<file path="src/rtl/mips_cpu_instruction_queue.sv">
`default_nettype none
// ============================================================================
//  Module      : mips_cpu_instruction_queue
//  Description : Prefetch FIFO between instruction memory and decode. Holds
//                up to DEPTH {pc, instr} entries and presents the head entry
//                pre-split into MIPS instruction fields. Valid/ready on both
//                sides, synchronous flush for branch/jump redirects.
//                Optional zero-latency fall-through when empty is enabled by
//                defining MIPS_IQ_BYPASS_EN.
//  Revision    : 1.0 - initial release
// ============================================================================
module mips_cpu_instruction_queue #(
    parameter int DEPTH    = 4,
    parameter int PC_WIDTH = 32
) (
    input  logic                         clk,
    input  logic                         reset_n,
    input  logic                         flush,
    input  logic                         in_valid,
    output logic                         in_ready,
    input  logic [31:0]                  in_instr,
    input  logic [PC_WIDTH-1:0]          in_pc,
    output logic                         out_valid,
    input  logic                         out_ready,
    output logic [PC_WIDTH-1:0]          out_pc,
    output logic [5:0]                   opcode,
    output logic [4:0]                   source_1,
    output logic [4:0]                   source_2,
    output logic [4:0]                   dest,
    output logic [4:0]                   shamt,
    output logic [5:0]                   funct,
    output logic [15:0]                  immediate,
    output logic [25:0]                  jmp_address,
    output logic [$clog2(DEPTH+1)-1:0]   count
);

    localparam int                 c_PTR_W = $clog2(DEPTH);
    localparam int                 c_CNT_W = $clog2(DEPTH+1);
    localparam int                 c_ENT_W = PC_WIDTH + 32;
    localparam logic [c_CNT_W-1:0] c_FULL  = c_CNT_W'(DEPTH);

    logic [c_ENT_W-1:0] r_mem [DEPTH];
    logic [c_PTR_W-1:0] r_wr_ptr;
    logic [c_PTR_W-1:0] r_rd_ptr;
    logic [c_CNT_W-1:0] r_count;

    logic               w_empty;
    logic               w_bypass;
    logic               w_push;
    logic               w_pop;
    logic [c_ENT_W-1:0] w_head;
    logic [c_ENT_W-1:0] w_head_vis;

    assign w_empty = (r_count == '0);

`ifdef MIPS_IQ_BYPASS_EN
    // Empty queue: the incoming word is presented directly at the head.
    assign w_bypass = w_empty & ~flush & in_valid;
`else
    assign w_bypass = 1'b0;
`endif

    // No pass-through when full: a pop on the same edge does not free a slot.
    assign in_ready  = (r_count != c_FULL) & ~flush;
    assign out_valid = (~w_empty & ~flush) | w_bypass;

    // A bypassed word consumed the same cycle never touches storage.
    assign w_push = in_valid & in_ready & ~(w_bypass & out_ready);
    assign w_pop  = out_valid & out_ready & ~w_bypass;

    assign w_head     = w_bypass ? {in_pc, in_instr} : r_mem[r_rd_ptr];
    assign w_head_vis = out_valid ? w_head : '0;

    assign out_pc      = w_head_vis[c_ENT_W-1:32];
    assign opcode      = w_head_vis[31:26];
    assign source_1    = w_head_vis[25:21];
    assign source_2    = w_head_vis[20:16];
    assign dest        = w_head_vis[15:11];
    assign shamt       = w_head_vis[10:6];
    assign funct       = w_head_vis[5:0];
    assign immediate   = w_head_vis[15:0];
    assign jmp_address = w_head_vis[25:0];
    assign count       = r_count;

    // Storage array: written on push only, intentionally not reset.
    always_ff @(posedge clk) begin
        if (w_push) begin
            r_mem[r_wr_ptr] <= {in_pc, in_instr};
        end
    end

    // Pointer and occupancy tracking; flush empties the queue at the edge.
    always_ff @(posedge clk or negedge reset_n) begin
        if (!reset_n) begin
            r_wr_ptr <= '0;
            r_rd_ptr <= '0;
            r_count  <= '0;
        end else if (flush) begin
            r_wr_ptr <= '0;
            r_rd_ptr <= '0;
            r_count  <= '0;
        end else begin
            if (w_push) begin
                r_wr_ptr <= r_wr_ptr + c_PTR_W'(1);
            end
            if (w_pop) begin
                r_rd_ptr <= r_rd_ptr + c_PTR_W'(1);
            end
            case ({w_push, w_pop})
                2'b10:   r_count <= r_count + c_CNT_W'(1);
                2'b01:   r_count <= r_count - c_CNT_W'(1);
                default: r_count <= r_count;
            endcase
        end
    end

endmodule
`default_nettype wire

</file>
<file path="config.mk">
export PLATFORM = sky130hd
export DESIGN_NAME = mips_cpu_instruction_queue
export DESIGN_NICKNAME = d
export VERILOG_FILES = /design/src/rtl/mips_cpu_instruction_queue.sv
export SDC_FILE = /design/constraint.sdc
export NUM_CORES = 1
export LEC_CHECK = 0
export ABC_AREA = 1
export CAP_MARGIN = 15
export CELL_PAD_IN_SITES_DETAIL_PLACEMENT = 1
export CELL_PAD_IN_SITES_GLOBAL_PLACEMENT = 1
export CORE_MARGIN = 1
export CORE_UTILIZATION = 46
export CTS_BUF_LIST = sky130_fd_sc_hd__clkbuf_16
export DETAILED_ROUTE_END_ITERATION = 8
export GPL_ROUTABILITY_DRIVEN = 0
export GPL_TIMING_DRIVEN = 0
export PLACE_DENSITY = 0.84
export SLEW_MARGIN = 10
export SYNTH_ARGS = -nofsm -noshare
export SYNTH_HDL_FRONTEND = slang
export SYNTH_SLANG_ARGS = --single-unit
</file>
<file path="constraint.sdc">
create_clock -name clk -period 6.6 [get_ports clk]
set_input_delay 1.65 -clock clk [delete_from_list [all_inputs] [get_ports clk]]
set_output_delay 1.65 -clock clk [all_outputs]
set_load 0.02 [all_outputs]
</file>
Word-level counts from Yosys, hierarchy flattened
Memories as Yosys holds them, arrays and structs flattened.
Index checks and enable logic that the tools add are counted.

word-level totals
  bits in latches = 0
  bits in writable memories = 256
  memories = 1
  input port bits = 69
  register bits after elaboration = 7
  memory bits (read-only) = 0
  word-level logic and storage cells = 30

operators by class
  shifts and indexed selects = 0
  add/sub/neg operators = 4
  divide/modulo/power cells = 0
  muxes and demuxes = 9
  bitwise logic cells = 6
  order comparisons = 0
  multiply operators = 0
  eq/ne operators = 3
  reduce and logical (&&, ||, !) cells = 4

memories
  memory  depth  bits a word  read ports  clocked after memory_dff  write ports  line  source
  r_mem   4      64           1           0                         1            42    logic [c_ENT_W-1:0] r_mem [DEPTH];

operators by type and width
  kind                   count
  $mux W64               1
  $mux W2                4
  $pmux W3 S2            1
  $add A2 B1 Y2 const B  2
  $and A1 B1 Y1          4
  $reduce_bool A2 Y1     2
  $add A3 B1 Y3 const B  1
  $logic_not A3 Y1       1
  $mux W3                1
  $ne A3 B3 Y1 const B   1
  $reduce_bool A3 Y1     1
  $sub A3 B1 Y3 const B  1
  $eq A2 B1 Y1 const B   1
  $eq A2 B2 Y1 const B   1
  $mux W1                2
  $not A1 Y1             2

Longest topological paths before layout
Gate-level depths: netlist of run 1.

  word-level depth = 7
  gate-level depth with buffers = 13

Worst setup path before layout of run 1
OpenSTA, ideal clock, no wires.

  kind = input -> register
  start point = input flush
  end point = memory r_mem[0][0] in the netlist's numbering, enable pin
  required time = 6.113 ns
  arrival time = 4.603 ns
  cell stages on the path = 3
  setup time = 0.487 ns
  path buffers = 0
  setup slack = 1.510 ns
  cells stage by stage = inv_2 -> nand3_2 -> nor2_1

between the ends
  word-level cells in the longest chain between the ends = 5

RTL lines
  item                           line  source
  start: declaration             18    input logic flush,
  $not A1 Y1                     64    assign in_ready = (r_count != c_FULL) & ~flush;
  $and A1 B1 Y1                  64
  $and A1 B1 Y1                  68    assign w_push = in_valid & in_ready & ~(w_bypass & out_ready);
  $mux W1                        87    if (w_push) begin
  $mux W1 (not written as such)  88    r_mem[r_wr_ptr] <= {in_pc, in_instr};
  end: declaration               42

No other way between the ends.

Worst setup path after layout of run 1
  start point = input flush
  end point = output source_2[2]

between the ends
  word-level cells in the longest chain between the ends = 3

RTL lines
  item              line  source
  $not A1 Y1        65    assign out_valid = (~w_empty & ~flush) | w_bypass;
  $and A1 B1 Y1     65
  $mux W64          72    assign w_head_vis = out_valid ? w_head : '0;
  end: declaration  28    output logic [4:0] source_2,

No other way between the ends.

==> run metrics, run 1 <==
status finished clean; dpl ws 1.059 ns; Critical Path RT 4.95 ns; wire length per cell 20.57 um; root buf cell clkbuf_16; CP Buf/Inv Count 6; cts hold-fix bufs 0; R2R setup slack 4.15 ns; max_slew headroom 0.5212; Final Setup Violations 0; DP Cell Count 1,366; fillers 2,267; Area growth, synth to finish 30.67%; CP delay by family, top buffers and inverters; first-pass GRT wire length ~44 mm; IO Count 180; CP Data Arrival Time a little under 4 ns; Hold Crit Class reg -> reg; row count 55; detailed-placement wirelength estimate around 19 mm; postcts setup bufs 0; Port Buf Inserts around 180; sequential area share after synthesis 0.7319; Mapped Nets roughly 940; Synth Area per Inst around 12 um^2; crit path max fanout 10; drt drc 0; final hold vios 0; Setup Skew 0.008486 ns; H-tree depth 1; Worst R2R End r_mem[1][40]; Critical-path top delay cell clkdlybuf4s50_1; worst setup path start flush; flops & latches, synth 263; number of cells on the critical path 8; DR vias 7,437; VDD IR max 0.0002570 V; post-route setup slack 1.071 ns; aggregate routed wire length 29.15 mm; post-synth cell types 23; Routed Antenna Nets 0; clock tree sinks 263; Nets 1,157; hold_ws between 0.6 and 0.7 ns; Die W 154.8 um; total gr overflow 0; worst hold stages 2; Die ar. 23,970 um^2; leakage power total 0.004992 uW; drt pass-1 iters 4; final worst path period need 5.529 ns; reg-to-reg startpoint count[0]; RSZ-0062 raised after global routing false; Final Instance Area 14,040 um^2; antenna violations before repair 1; CTS buffer count 28; placed cell area 13,140 um^2; CP cell instances clkdlybuf4s50_1, inv_2, nand2_1, buf_2, buf_2, a21oi_1, buf_4, clkdlybuf4s50_1; GRT Resource Usage Total 0.2449; CP Class in -> out; worst-case clock buffer depth 3; Least-Margin Pin Slew 0.7165 ns; area share of the largest cell type after synthesis 0.7156; Core Region 22,780 um^2; Worst path max stage delay around 0.59 ns; Synth area leader edfxtp_1; later-pin clock latency in the skew report roughly 0.54 ns; Initial Utilization 0.4716; Final Max Tran Viols 0; Max Fclk 180.9 MHz; Worst Min Path Start r_wr_ptr[1]; yosys warns 0; chip height roughly 150 um; ranking of synthesized cells by area edfxtp_1, nor2_1, o21ai_0; period utilisation layout 0.8378; hold endpoint r_wr_ptr[1]; Syn Inst Count 865; clk slew on worst S/H paths 0.06 ns; mapped cell area 10,740 um^2; Startpoint Class input port; max-cap violation count 0; vias in the first global route 8,017; largest net degree at the start of global routing 27; r2r worst-path depth 6; Resized Gates After CTS 0; Via density 5.248; CTS tree yes; CP endpoint kind output pin; Design Power approximately 5600 uW; Cell Count, Final, Fillers Out between 1,000 and 1,500; pwr/cell area between 400 and 500 nW/um^2; share of layout cells above drive strength 1 0.1315; initial drt markers 368
==> Yosys cell counts <==
library cell / number
nand4_1: 3
fa_1: 1
nor2_1: 262
clkbuf_1: 3
clkbuf_2: 10
nand3_2: 1
buf_4: 44
buf_1: 1
ha_1: 4
inv_2: 4
buf_6: 11
inv_1: 14
xnor2_1: 1
nand3_1: 3
nand2_1: 20
nand2_2: 1
buf_2: 22
edfxtp_1: 256
o21ai_1: 46
a21oi_1: 65
o21ai_0: 85
buf_8: 1
dfrtp_1: 7
==> power by group <==
part	internal, uW	leakage [uW]	switching, uW	total, uW
registers	1960	0.00242	44.0	2000
logic	871	0.00211	1230	2100
clock network	903	0.000461	613	1520
==> cells in the final DEF (no fill, tap or decap), types with 3 or more instances in the layout <==
cell	netlist	final
buf_6	11	11
inv_1	14	19
inv_2	4	4
a21oi_1	65	65
buf_4	44	44
buf_2	22	22
clkbuf_1	3	3
ha_1	4	4
nor2_4	0	4
o21ai_0	85	85
clkdlybuf4s50_1	0	179
edfxtp_1	256	256
nand4_1	3	3
nor2_1	262	258
clkbuf_16	0	29
nand2_1	20	20
buf_12	0	8
clkinv_2	0	6
nand3_1	3	3
clkinv_1	0	7
bufinv_16	0	3
o21ai_1	46	46
clkbuf_2	10	10
dfrtp_1	7	7
==> worst register-to-register path, cell delays in order, from the launching register on <==
cell	delay [ns]
dfrtp_1	0.48
nor2_1	0.11
nand2_1	0.10
nand3_2	0.27
nor2_4	0.66
buf_12	0.28
buf_12	0.23
==> worst max-delay path by stage <==
stage	slack, ns	end
3_3_place_gp	-1.25	r_mem[1][41]
4_1_cts	1.06	source_2[2]
3_5_place_dp	1.06	source_2[2]
5_1_grt	0.97	immediate[15]
6_report	1.07	source_2[2]
2_1_floorplan	1.51	r_mem[0][0]
==> state kept, by name (all words and copies together) (netlist names) <==
register  cells
r_wr_ptr      2
r_mem       256
r_rd_ptr      2
count         3
==> cell families (layout without fill, tap and decap cells) <==
logic type / Yosys count / in the layout / share of synthesized area
buf+inv: 110 / 348 / 0.06627
compound gates: 196 / 196 / 0.09131
fa+ha+maj: 5 / 5 / 0.006523
flops: 263 / 263 / 0.7319
xor+xnor: 1 / 1 / 0.0008154
simple gates: 290 / 290 / 0.1032
other cells: 0 / 1 / 0
==> stage by stage <==
stage | utilization | setup TNS, ns
floorplan | - | 0
global placement | 0.5675 | -299.91
detailed placement | 0.5770 | 0
CTS | 0.6161 | 0
global route | 0.6161 | 0
finish | 0.6163 | 0
==> layout make-up <==
class / instances / area [um^2] / area share
repair buffers: 188 / 1979 / 0.1410
well taps: 313 / 391.6 / 0.02790
plain buffers: 92 / 644.4 / 0.04590
multi-input cells: 492 / 2198 / 0.1566
clock inverters: 21 / 165.2 / 0.01177
flip-flops and latches: 263 / 7863 / 0.5601
diodes: 1 / 2.502 / 0.0001783
clock buffers: 29 / 725.7 / 0.05170
inverters: 18 / 67.56 / 0.004813
==> metal layers <==
metal	track usage	wire (um)	vias to the layer above
met5	0	0	-
met4	0.05611	448	0
met3	0.04231	1805	39
met2	0.4605	15390	266
met1	0.2907	11510	3701
li1	-	-	3431
Note: power is estimated with default switching activity, not from simulation.
==> inputs of run 2 (changes only) <==
Settings changed: CORE_UTILIZATION 46 to 43, PLACE_DENSITY 0.84 to 0.79.
Clock period 6.6 ns to 5.6 ns, I/O delays scaled along.
==> run metrics, run 2 (synthesis results as in run 1) <==
r2r worst-path depth 7 (+1); Least-Margin Pin Slew 0.8163 ns (+0.09982 ns); first-pass GRT wire length 43.48 mm (-1.5%); share of layout cells above drive strength 1 0.1306 (-0.0009066); DR vias 7,290 (-2.0%); Die ar. 25,620 um^2 (+6.9%); period utilisation layout 0.8946; cts hold-fix bufs 0 (unchanged); chip height 160.1 um (+3.4%); worst-case clock buffer depth 3 (unchanged); Final Setup Violations 0 (unchanged); Worst path max stage delay 0.58 ns (about the same); most common library cell in the layout ignoring fill and taps nor2_1; total gr overflow 0 (unchanged); CP endpoint kind output pin; clock tree sinks 263 (unchanged); later-pin clock latency in the skew report 0.52 ns (-0.02 ns); Final Instance Area 14,030 um^2 (about the same); CP Class in -> out; Core Region 24,390 um^2 (+7.1%); Via density 5.109 (-2.7%); crit path max fanout 10 (unchanged); Critical Path RT 4.20 ns (-0.75 ns); antenna violations before repair 3 (+2); IO Count 180 (unchanged); status finished clean; Largest Register r_mem; row count 57 (+3.6%); Startpoint Class input port; Setup Skew 0.01366 ns (+0.005177 ns); clk slew on worst S/H paths 0.06 ns (about the same); Die W 160.1 um (+3.4%); largest net degree at the start of global routing 27 (unchanged); drt pass-1 iters 4 (unchanged); vias in the first global route 7,834 (-2.3%); VDD IR max 0.0002942 V (+14%); Ant. Diodes 0 (-1); CTS buffer count 27 (-3.6%); Critical-path top delay cell clkdlybuf4s50_1; leakage power total 0.004977 uW (-0.30%); H-tree depth 1 (unchanged); Nets 1,157 (unchanged); aggregate routed wire length 28.11 mm (-3.6%); max-cap violation count 0 (unchanged); Design Power 6474 uW (+15%); CTS tree yes; Hold Crit Class reg -> reg; GRT Resource Usage Total 0.2210 (-0.02385); postcts setup bufs 0 (unchanged); max reg flops 256 (unchanged); detailed-placement wirelength estimate 18.70 mm (-2.5%); Routed Antenna Nets 0 (unchanged); initial drt markers 408 (+11%); most frequent cells in the layout nor2_1, edfxtp_1, clkdlybuf4s50_1, o21ai_0, a21oi_1; max_slew headroom 0.4545 (-0.06671); Area growth, synth to finish 30.63% (about the same); root buf cell clkbuf_16; fillers 2,428 (+7.1%); placed cell area 13,210 um^2 (+0.49%); CP Data Arrival Time 3.61 ns (-0.27 ns); drt drc 0 (unchanged); Final Core Density 0.5754 (-0.04090); Max Fclk between 150 and 200 MHz; Initial Utilization 0.4404 (-0.03119); pwr/cell area 461.3 nW/um^2 (+15%); worst hold stages 2 (unchanged); RSZ-0062 raised after global routing false; Resized Gates After CTS 0 (unchanged); CP cell instances clkdlybuf4s50_1, inv_2, nand2_1, buf_2, buf_2, a21oi_1, buf_4, clkdlybuf4s50_1; Final Max Tran Viols 0 (unchanged); wire length per cell 19.70 um (-4.2%); Port Buf Inserts 179 (unchanged); final worst path period need 5.010 ns; final hold vios 0 (unchanged)
-- run 2: cell types whose count changed in the layout (fill, tap and decap cells not counted), sizes merged --
cell      change
diode         -1
clkbuf        -2
inv           +1
bufinv        -1
buf           +1
clkinvlp      +1
-- run 2: where the power goes --
| group | leakage [uW] | internal (uW) | switching, uW |
|---|---|---|---|
| Clock | 0.000424 | 963 | 705 |
| Combinational | 0.00214 | 1030 | 1420 |
| Sequential | 0.00242 | 2310 | 48.0 |
| Total | 0.00498 | 4300 | 2170 |
-- run 2: routing by layer --
metal | global-route usage | share of wire
met5 | 0 | 0.0015
met4 | 0.04329 | 0.012
met3 | 0.03766 | 0.054
met2 | 0.4000 | 0.52
met1 | 0.2782 | 0.41
-- run 2: layout make-up --
cell class,instances,area (um^2),area share
Multi-Input combinational cell,492,2198,0.1567
Clock inverter,22,150.1,0.01070
Buffer,92,644.4,0.04592
Sequential cell,263,7863,0.5603
Tap cell,324,405.4,0.02889
Clock buffer,27,675.6,0.04815
Timing Repair Buffer,189,2029,0.1446
Inverter,18,67.56,0.004815
-- run 2: critical path: cells and delay by family --
family                 cells  cell delay [ns]
AO/OA/AOI/OAI              1             0.25
AND/OR/NAND/NOR            1             0.11
buffers and inverters      6             1.83
-- run 2: path summary, 6_finish.rpt --
check	startpoint	end	slack, ns
worst min register to register	count[1]	count[1]	0.63
min in group asynchronous	reset_n	count[0]	1.13
worst max-delay path	flush	source_2[4]	0.59
max in group asynchronous	reset_n	r_wr_ptr[0]	4.23
worst min-delay path	count[1]	count[1]	0.63
worst max register to register	count[0]	r_mem[1][29]	3.24
-- run 2: per-stage QoR --
stage | setup slack, ns | hold slack, ns | std cells | TNS [ns]
3_5_place_dp | 0.5649 | 0.6301 | 1378 | 0
2_1_floorplan | 0.7603 | 0.5794 | 865 | 0
3_3_place_gp | -2.030 | 0.6080 | 1368 | -504.73
4_1_cts | 0.5488 | 0.6393 | 1427 | 0
6_report | 0.5901 | 0.6346 | 1427 | 0
5_1_grt | 0.4735 | 0.6729 | 1427 | 0
==> inputs of run 3 (changes only) <==
Settings changed: PLACE_DENSITY 0.79 to 0.78, SETUP_SLACK_MARGIN set to 0.3, SKIP_CTS_REPAIR_TIMING set to 1.
==> run metrics, run 3 (synthesis results as in run 1) <==
CTS tree yes; Hold Crit Class reg -> reg; Critical-path top delay cell clkdlybuf4s50_1; CP Buf/Inv Count 6 (unchanged); pwr/cell area 464.2 nW/um^2 (+0.62%); RSZ-0062 raised after global routing false; Cell Count, Final, Fillers Out 1,430 (+0.21%); Critical Path RT 4.20 ns (about the same); later-pin clock latency in the skew report 0.54 ns (+0.02 ns); leakage power total 0.005020 uW (+0.86%); drt pass-1 iters 5 (+1); Max Fclk 201.4 MHz (+0.88%); chip height 160.1 um (unchanged); Largest Register r_mem; IO Count 180 (unchanged); Area growth, synth to finish 31.30%; Multi-input gate area 2198 um^2 (unchanged); Final Setup Violations 0 (unchanged); final worst path period need 4.966 ns (-0.04362 ns); drt drc 0 (unchanged); Core Region 24,390 um^2 (unchanged); DR WL met2 14.46 mm (-0.63%); largest net degree at the start of global routing 26 (-3.7%); Final TNS setup 0 ns (unchanged); detailed-placement wirelength estimate 18.98 mm (+1.5%); crit path max fanout 10 (unchanged); max reg flops 256 (unchanged); status finished clean; clk slew on worst S/H paths 0.06 ns (about the same); wire length per cell 19.74 um (+0.20%); period utilisation layout 0.8868 (-0.007789); Top Metal Used met5; Via density 5.144 (+0.69%); CP cell instances clkdlybuf4s50_1, inv_2, nand2_1, buf_2, buf_2, a21oi_1, buf_4, clkdlybuf4s50_1; Final Max Tran Viols 0 (unchanged); Die ar. 25,620 um^2 (unchanged); Die W 160.1 um (unchanged); max_slew headroom 0.4721 (+0.01761); DR vias 7,356 (+0.91%); CP Class in -> out; DP Cell Count 1,379 (+0.073%); root buf cell clkbuf_16; hold_ws 0.6168 ns (-0.01784 ns); antenna violations before repair 1 (-2); max-cap violation count 0 (unchanged); Final Core Density 0.5783 (+0.002923); CTS buffer count 28 (+3.7%); aggregate routed wire length 28.23 mm (+0.41%); CP Data Arrival Time 3.57 ns (-0.04 ns); H-tree depth 1 (unchanged); Startpoint Class input port; CP endpoint kind output pin; Port Buf Inserts 179 (unchanged); Design Power 6547 uW (+1.1%); clock tree sinks 263 (unchanged); Least-Margin Pin Slew 0.7900 ns (-0.02635 ns); Ant. Diodes 0 (unchanged); share of layout cells above drive strength 1 0.1329 (+0.002358); most frequent cells in the layout nor2_1, edfxtp_1, clkdlybuf4s50_1, o21ai_0, a21oi_1; most common library cell in the layout ignoring fill and taps nor2_1; Routed Antenna Nets 0 (unchanged); total gr overflow 0 (unchanged); Nets 1,159 (+0.17%); Initial Utilization 0.4404 (unchanged); Met1 Routed Length 11.85 mm (+1.7%); GRT Resource Usage Total 0.2199 (-0.001121); Sequential Area 7863 um^2 (unchanged); final hold vios 0 (unchanged); fillers 2,495 (+2.8%); VDD IR max 0.0002576 V (-12%); first-pass GRT wire length 43.17 mm (-0.71%); Setup Skew 0.01909 ns (+0.005423 ns); row count 57 (unchanged); worst-case clock buffer depth 3 (unchanged); CP delay by family, top buffers and inverters; vias in the first global route 7,833 (-0.013%); met3 wire length 1.391 mm (-8.6%); Worst path max stage delay 0.58 ns (about the same); initial drt markers 394 (-3.4%)
## run 3: area by class of cell
type	instances	share of cell area
Buffer	92	0.04568
Clock buffer	29	0.05145
Clock inverter	22	0.01020
Inverter	18	0.004790
Multi-Input combinational cell	492	0.1559
Sequential cell	263	0.5574
Tap cell	324	0.02874
Timing Repair Buffer	190	0.1458
## run 3: power breakdown
group          internal, uW  switching [uW]  total (uW)
registers              2310            46.2        2350
logic                  1030            1430        2460
clock network          1020             716        1730
## run 3: metal layers
metal / vias to the layer above / track usage
met2: 219 / 0.4014
met1: 3657 / 0.2737
met3: 39 / 0.03377
met5: - / 0
met4: 2 / 0.04978
li1: 3439 / -
## run 3: worst paths after layout
| check | endpoint | slack (ns) | startpoint | cells after the start |
|---|---|---|---|---|
| min reg2reg | count[1] | 0.62 | count[1] | 2 |
| min in group asynchronous | count[0] | 1.13 | reset_n | 1 |
| max reg2reg | r_mem[0][34] | 3.14 | count[0] | 6 |
| max | source_2[4] | 0.63 | flush | 8 |
| max in group asynchronous | r_wr_ptr[1] | 4.22 | reset_n | 1 |
| min | count[1] | 0.62 | count[1] | 2 |
## run 3: tightest hold or removal path, delay by kind of cell, from the launching register on
kind	cells	cell delay, ns
DFF	1	0.42
and+or+nand+nor	2	0.16
## run 3: metrics by stage
stage | area [um^2] | setup WS, ns
2_1_floorplan | 10740 | 0.7603
3_3_place_gp | 12940 | -2.021
3_5_place_dp | 13240 | 0.6609
4_1_cts | 14100 | 0.6192
5_1_grt | 14100 | 0.5073
6_report | 14100 | 0.6337
